**config.mk**
```make
export PLATFORM = sky130hd
export DESIGN_NAME = fetch_stage
export DESIGN_NICKNAME = d
export VERILOG_FILES = /design/src/rtl/fetch_stage.sv
export SDC_FILE = /design/constraint.sdc
export NUM_CORES = 1
export LEC_CHECK = 0
export CAP_MARGIN = 30
export CORE_MARGIN = 2
export CORE_UTILIZATION = 49
export DETAILED_ROUTE_END_ITERATION = 8
export PLACE_DENSITY = 0.79
export SLEW_MARGIN = 25
export SYNTH_ARGS = -nofsm -noshare
export SYNTH_HDL_FRONTEND = slang
export SYNTH_SLANG_ARGS = --single-unit
```
**constraint.sdc**
```tcl
create_clock -name clock -period 7.3 [get_ports clock]
set_input_delay 1.46 -clock clock [delete_from_list [all_inputs] [get_ports clock]]
set_output_delay 1.46 -clock clock [all_outputs]
set_load 0.005 [all_outputs]
```
**src/rtl/fetch_stage.sv**
```systemverilog
// IF stage: fetches at R15 over a req/ready handshake, computes the next PC and
// loads the IF/ID latch, with a one-entry skid buffer absorbing ID stalls.
module fetch_stage #(
  parameter logic [31:0] NOP_INSTR = 32'hE1A00000,
  parameter logic [31:0] PC_STEP   = 32'd4
) (
  input  logic        clock,
  input  logic        R,
  input  logic [31:0] PCout,
  output logic [31:0] PCin,
  output logic        PCE,
  output logic        imem_req,
  output logic [31:0] imem_addr,
  input  logic        imem_ready,
  input  logic [31:0] imem_data,
  input  logic        stall,
  input  logic        br_taken,
  input  logic [31:0] br_target,
  output logic [31:0] instr_out,
  output logic        instr_valid,
  output logic [31:0] PC_4_out
);

  typedef enum logic [1:0] {
    S_RST,
    S_FETCH,
    S_FLUSH,
    S_HOLD
  } state_t;

  state_t      state, state_nx;

  logic [31:0] ifid_instr, ifid_instr_nx;
  logic [31:0] ifid_pc4, ifid_pc4_nx;
  logic        ifid_valid, ifid_valid_nx;
  logic [31:0] skid_instr, skid_instr_nx;
  logic [31:0] skid_pc4, skid_pc4_nx;
  logic [31:0] pend, pend_nx;
  logic [31:0] pc_seq;

  assign pc_seq      = PCout + PC_STEP;
  assign imem_addr   = PCout;
  assign instr_out   = ifid_valid ? ifid_instr : NOP_INSTR;
  assign instr_valid = ifid_valid;
  assign PC_4_out    = ifid_pc4;

  always_ff @(posedge clock or posedge R) begin
    if (R) begin
      state      <= S_RST;
      ifid_instr <= NOP_INSTR;
      ifid_pc4   <= '0;
      ifid_valid <= 1'b0;
      skid_instr <= '0;
      skid_pc4   <= '0;
      pend       <= '0;
    end else begin
      state      <= state_nx;
      ifid_instr <= ifid_instr_nx;
      ifid_pc4   <= ifid_pc4_nx;
      ifid_valid <= ifid_valid_nx;
      skid_instr <= skid_instr_nx;
      skid_pc4   <= skid_pc4_nx;
      pend       <= pend_nx;
    end
  end

  always_comb begin
    state_nx      = state;
    ifid_instr_nx = ifid_instr;
    ifid_pc4_nx   = ifid_pc4;
    ifid_valid_nx = ifid_valid;
    skid_instr_nx = skid_instr;
    skid_pc4_nx   = skid_pc4;
    pend_nx       = pend;
    imem_req      = 1'b0;
    PCE           = 1'b0;
    PCin          = pc_seq;

    case (state)
      // One idle cycle after reset so a response to a pre-reset request is ignored.
      S_RST: state_nx = S_FETCH;

      S_FETCH: begin
        imem_req = 1'b1;
        if (imem_ready) begin
          PCE = 1'b1;
          if (br_taken) begin
            PCin          = br_target;
            ifid_valid_nx = 1'b0;
          end else if (!ifid_valid || !stall) begin
            ifid_instr_nx = imem_data;
            ifid_pc4_nx   = pc_seq;
            ifid_valid_nx = 1'b1;
          end else begin
            skid_instr_nx = imem_data;
            skid_pc4_nx   = pc_seq;
            state_nx      = S_HOLD;
          end
        end else if (br_taken) begin
          // Request cannot be withdrawn: remember the target, drain the old fetch.
          pend_nx       = br_target;
          ifid_valid_nx = 1'b0;
          state_nx      = S_FLUSH;
        end else if (!stall) begin
          ifid_valid_nx = 1'b0;
        end
      end

      S_FLUSH: begin
        imem_req      = 1'b1;
        ifid_valid_nx = 1'b0;
        if (imem_ready) begin
          PCE      = 1'b1;
          PCin     = br_taken ? br_target : pend;
          state_nx = S_FETCH;
        end else if (br_taken) begin
          pend_nx = br_target;
        end
      end

      S_HOLD: begin
        if (br_taken) begin
          PCE           = 1'b1;
          PCin          = br_target;
          ifid_valid_nx = 1'b0;
          state_nx      = S_FETCH;
        end else if (!stall) begin
          ifid_instr_nx = skid_instr;
          ifid_pc4_nx   = skid_pc4;
          ifid_valid_nx = 1'b1;
          state_nx      = S_FETCH;
        end
      end

      default: state_nx = S_RST;
    endcase
  end

endmodule

```
# Word-level counts from Yosys, hierarchy flattened
# Index checks and enable logic that the tools add are counted.
[totals]
register_bits = 163
input_bits = 101
output_inout_bits = 131
elab_cells = 76
[classes]
addsub = 1
n_eq_ne = 15
n_mux = 38
bitwise_logic = 3
reduce_logical = 12
[ops]
columns = ["op", "n"]
rows = [
  ["32-bit two-way mux", 15],
  ["32-bit one-hot mux with 2 select lines", 2],
  ["32-bit one-hot mux with 3 select lines", 1],
  ["32-bit by 3-bit adder with 32-bit output (second input constant)", 1],
  ["2-bit two-way mux", 7],
  ["2-bit != test (second input constant)", 6],
  ["3-bit != test (second input constant)", 4],
  ["1-bit two-way mux", 10],
  ["4-bit != test (second input constant)", 2],
  ["2-bit one-hot mux with 4 select lines", 1],
  ["4-bit AND reduction", 2],
  ["6-bit AND reduction", 1],
  ["5-bit AND reduction", 1],
  ["2-bit == test (second input constant)", 2],
  ["1-bit NOT", 3],
  ["1-bit one-hot mux with 3 select lines", 1],
  ["3-bit nonzero test", 1],
  ["2-bit by 1-bit == test with 1-bit output (second input constant)", 1],
  ["1-bit logical NOT", 2],
  ["2-bit logical NOT", 1],
  ["1-bit one-hot mux with 2 select lines", 1],
  ["2-bit AND reduction", 1],
  ["2-bit nonzero test", 1],
  ["2-bit OR reduction", 1],
  ["1-bit logical OR", 1],
]

# Depth between registers and ports, before layout
[depth]
ltp_word = 6
depth_mapped = 9
depth_no_buf = 7

# Least setup slack after synthesis
# OpenSTA, ideal clock, no wires.
[synth_path]
path_kind = "input port to output port"
startpoint = "input port PCout[2]"
endpoint = "output port PCin[26]"
arrival_ns = 3.018
required_ns = 5.840
setup_slack_ns = 2.822
path_stages = 6
n_path_buf = 0
cell_sequence = "ha_1 -> nand3_4 -> or4_4 -> o31a_1 -> o32ai_1 -> o31ai_1"
[synth_via]
elab_chain_len = 4
elab_cells_between_ends = 5
classes_between = "1 x add/sub; 4 x mux"
[synth_rtl]
columns = ["item", "line_no", "rtl"]
rows = [
  ["start: declaration", "9", "input logic [31:0] PCout,"],
  ["32-bit by 3-bit adder with 32-bit output (*)", "41", "assign pc_seq = PCout + PC_STEP;"],
  ["32-bit two-way mux", "87, 122", ""],
  ["32-bit two-way mux", "85", "if (imem_ready) begin"],
  ["32-bit one-hot mux with 3 select lines (*)", "79", "case (state)"],
  ["end: declaration", "10", "output logic [31:0] PCin,"],
]
# Every way passes the cells marked *; elsewhere a longest branch is shown, timed or not.

# Worst setup path after layout
[layout_path]
startpoint = "input port PCout[2]"
endpoint = "output port PCin[30]"
# The elaborated chain is that of the path after synthesis.

==> flow_summary_export.csv <==
group,metric,value,unit
run_status,status,"completed",
sta,clock_skew,0.00745,ns
place,placed_cell_area,10700,um^2
floorplanning,row_count,48,
place,port_buffers,231,
sta,hold_violations,0,
sta,worst_pin_slew,0.894,ns
power_and_ir_drop,p_clk_frac,0.200,
sta,fmax,0.172,GHz
final_layout,fin_area,11300,um^2
min_path,holdPathStages,2,
logic_synthesis,syn_inst,843,
min_path,min_path_type,"reg2reg",
global_route,grt_max_degree,104,
place,routabilityCongestion,0.892,
critical_path,cp_data_required_time,5.84,ns
drt,drc,0,
power_and_ir_drop,max-vdd-ir-drop,0.269,mV
logic_synthesis,yosysMostFrequentCell,"dfrtp_1",
logic_synthesis,synth_edf_count,0,
clocking,ctsHtreeMaxLevel,4,
sta,setup_tns,0,ns
min_path,whs_endpoint,"ifid_instr[0]",
sta,setup_viol_count_final,0,
drt,drt_pass1_iterations,5,
clocking,clk_pin_slew,0.06,ns
logic_synthesis,yosys.area.top_type_share,0.465,
final_layout,post-route-util,0.662,
logic_synthesis,ys_types,50,
power_and_ir_drop,power_frac_seq,0.373,
critical_path,crit_fanout,8,
clocking,cts_resized,0,
power_and_ir_drop,pwr-share-comb,0.426,
final_layout,nets,1126,
power_and_ir_drop,switching_power,0.00142,W
logic_synthesis,ys_seq_area_frac,0.484,
clocking,cts_buffers,17,
critical_path,timing.reg2reg.setup_slack,4.69,ns
final_layout,instances_no_fill,1259,
global_route,antenna_found_initial,1,
final_layout,area_growth,33.6,%
drt,wire_per_inst,18.2,um
drt,ant_nets,0,
critical_path,critPathArrivalTime,4.35,ns
sta,post-route-period-util,0.796,
clocking,clock-root-buffer,"clkbuf_16",
sta,slew_headroom,0.404,
place,dp.cells,1225,
clocking,clk_latency,0.42,ns
power_and_ir_drop,internal_power,0.00275,W
logic_synthesis,yosys-top-cells-count,"dfrtp_1 (157), nand2_1 (79), mux2_2 (75)",
critical_path,r2r-end,"PC_4_out[19]",
floorplanning,die-area,18300,um^2
flow_run,drv_cap,0,
power_and_ir_drop,p_sw_frac,0.341,
floorplanning,start_util,0.495,
critical_path,r2r_cells,7,
sta,maxSlewViolCount,0,
logic_synthesis,syn_area_per_cell,10.0,um^2
logic_synthesis,synth_area_leaders,"dfrtp_1 (47%), mux2_2 (10%), mux2i_1 (4.7%), o21ai_0 (4.0%), nand2_1 (3.5%)",
logic_synthesis,synth-async-reset-ratio,1.00,
logic_synthesis,synth_top_cell_by_area,"dfrtp_1",
logic_synthesis,ys_warn_count,0,
clocking,cts_tree,"built",
critical_path,end_kind,"output port",
drt,vias,7092,
floorplanning,die_width,135,um
logic_synthesis,syn_area,8450,um^2
drt,avgViaCountPerCell,5.63,
logic_synthesis,yosys_most_used_dff,"dfrtp_1",
min_path,worstHoldStart,"ifid_instr[0]",
critical_path,worst-setup-path-type,"in2out",
clocking,cts_buffer_depth,2,
clocking,post-cts-setup-buffers,0,
floorplanning,die_h,135,um
critical_path,reg2reg_from,"state[0]",
drt,wirelength,22.9,mm
power_and_ir_drop,power_density,369,nW/um^2
logic_synthesis,synth_nets,949,
floorplanning,core_area,17100,um^2
global_route,grt_pass1_wl,36.3,mm
critical_path,start_kind,"input port",
final_layout,final_layout_size_suffix_gt1_frac,0.133,
sta,rsz0062_at_grt,"no",
global_route,gr-total-overflow,0,
global_route,grt_pass1_vias,6760,
sta,final.min_clock_period,5.81,ns
place,detailed_place_hpwl,16.1,mm
clocking,clkSinkCount,163,
drt,drt_iter0_markers,541,
floorplanning,ios,232,
clocking,ctsHoldBuffers,0,
power_and_ir_drop,leakage,4.63,nW
global_route,track_usage,0.254,
logic_synthesis,synth_seq_cells,163,
[kinds of logic after synthesis]
kind of cell,after synthesis,synth area share
DFF,163,0.484
AOI/OAI and AO/OA,199,0.140
buffers and inverters,102,0.0606
muxes,115,0.147
xor gates and xnor gates,21,0.0218
adders and majority gates,5,0.00741
and+or+nand+nor,238,0.139
[placed cells by master, fill, tap and decap left out, types with 3 or more instances in the layout]
master / Yosys / routed
inv_1: 18 / 17
nand3_1: 20 / 20
ha_1: 5 / 4
o211ai_1: 9 / 9
a21oi_1: 48 / 47
xor2_1: 11 / 11
xnor2_1: 10 / 10
mux2i_1: 40 / 40
a32oi_1: 4 / 4
dfrtp_1: 157 / 156
a22oi_1: 22 / 22
clkinvlp_4: 0 / 3
o32ai_1: 3 / 3
a31oi_1: 4 / 4
clkdlybuf4s50_1: 0 / 231
nand2b_1: 12 / 12
o21ai_0: 67 / 66
and2_1: 27 / 27
o22ai_1: 31 / 31
nand2_1: 79 / 79
buf_4: 32 / 9
mux2_2: 75 / 75
dfstp_2: 6 / 6
clkinv_4: 0 / 5
nand4_1: 11 / 11
clkbuf_16: 0 / 17
nor3_1: 13 / 12
nor2_1: 50 / 50
nor4_1: 9 / 9
[per-stage QoR]
step	setup slack [ns]	total power (W)	hold WS [ns]
3_3_place_gp	1.53	0.00330	0.452
3_5_place_dp	1.48	0.00335	0.462
6_report	1.49	0.00417	0.471
4_1_cts	1.48	0.00420	0.476
5_1_grt	1.22	0.00445	0.498
2_1_floorplan	1.44	0.00253	0.442
[power by group through the flow]
stage	clock, W	combinational [W]	sequential, W
2_1_floorplan	0	0.00103	0.00150
3_3_place_gp	0	0.00175	0.00155
3_5_place_dp	0	0.00178	0.00157
4_1_cts	0.000852	0.00179	0.00156
5_1_grt	0.000892	0.00195	0.00161
6_report	0.000834	0.00178	0.00156
[metal layers]
layer	global-route usage	part of all wire
met2	0.373	0.46
met1	0.371	0.44
met3	0.0625	0.076
met5	0	0
met4	0.0799	0.019
[layout make-up]
class,count,area (um^2)
repair buffers,242,2400
multi-input cells,578,3880
fillers,1379,5770
well taps,225,282
clock inverters,12,100
clock buffers,20,457
diodes,1,2.50
flip-flops and latches,163,4090
inverters,18,75.1
[flip-flops by register name, indices dropped and copies added, names as in the netlist]
signal       cells
ifid_instr      32
state            2
pend            32
skid_pc4        32
instr_valid      1
skid_instr      32
PC_4_out        32
[worst max-delay path: stages]
cell	delay [ns]
clkdlybuf4s50_1	0.63
ha_1	0.29
nand3_4	0.14
nor4_1	0.67
nand4_1	0.20
nor2b_1	0.22
o22ai_1	0.21
clkdlybuf4s50_1	0.53
[worst max path at each step]
stage	startpoint	to	slack, ns	cells after the start
2_1_floorplan	R	PC_4_out[0]	1.44	1
3_3_place_gp	PCout[2]	PCin[26]	1.53	8
3_5_place_dp	PCout[2]	PCin[26]	1.48	8
4_1_cts	PCout[2]	PCin[26]	1.48	8
5_1_grt	PCout[8]	PCin[31]	1.22	7
6_report	PCout[2]	PCin[30]	1.49	8
Note: power is estimated with default switching activity, not from simulation.
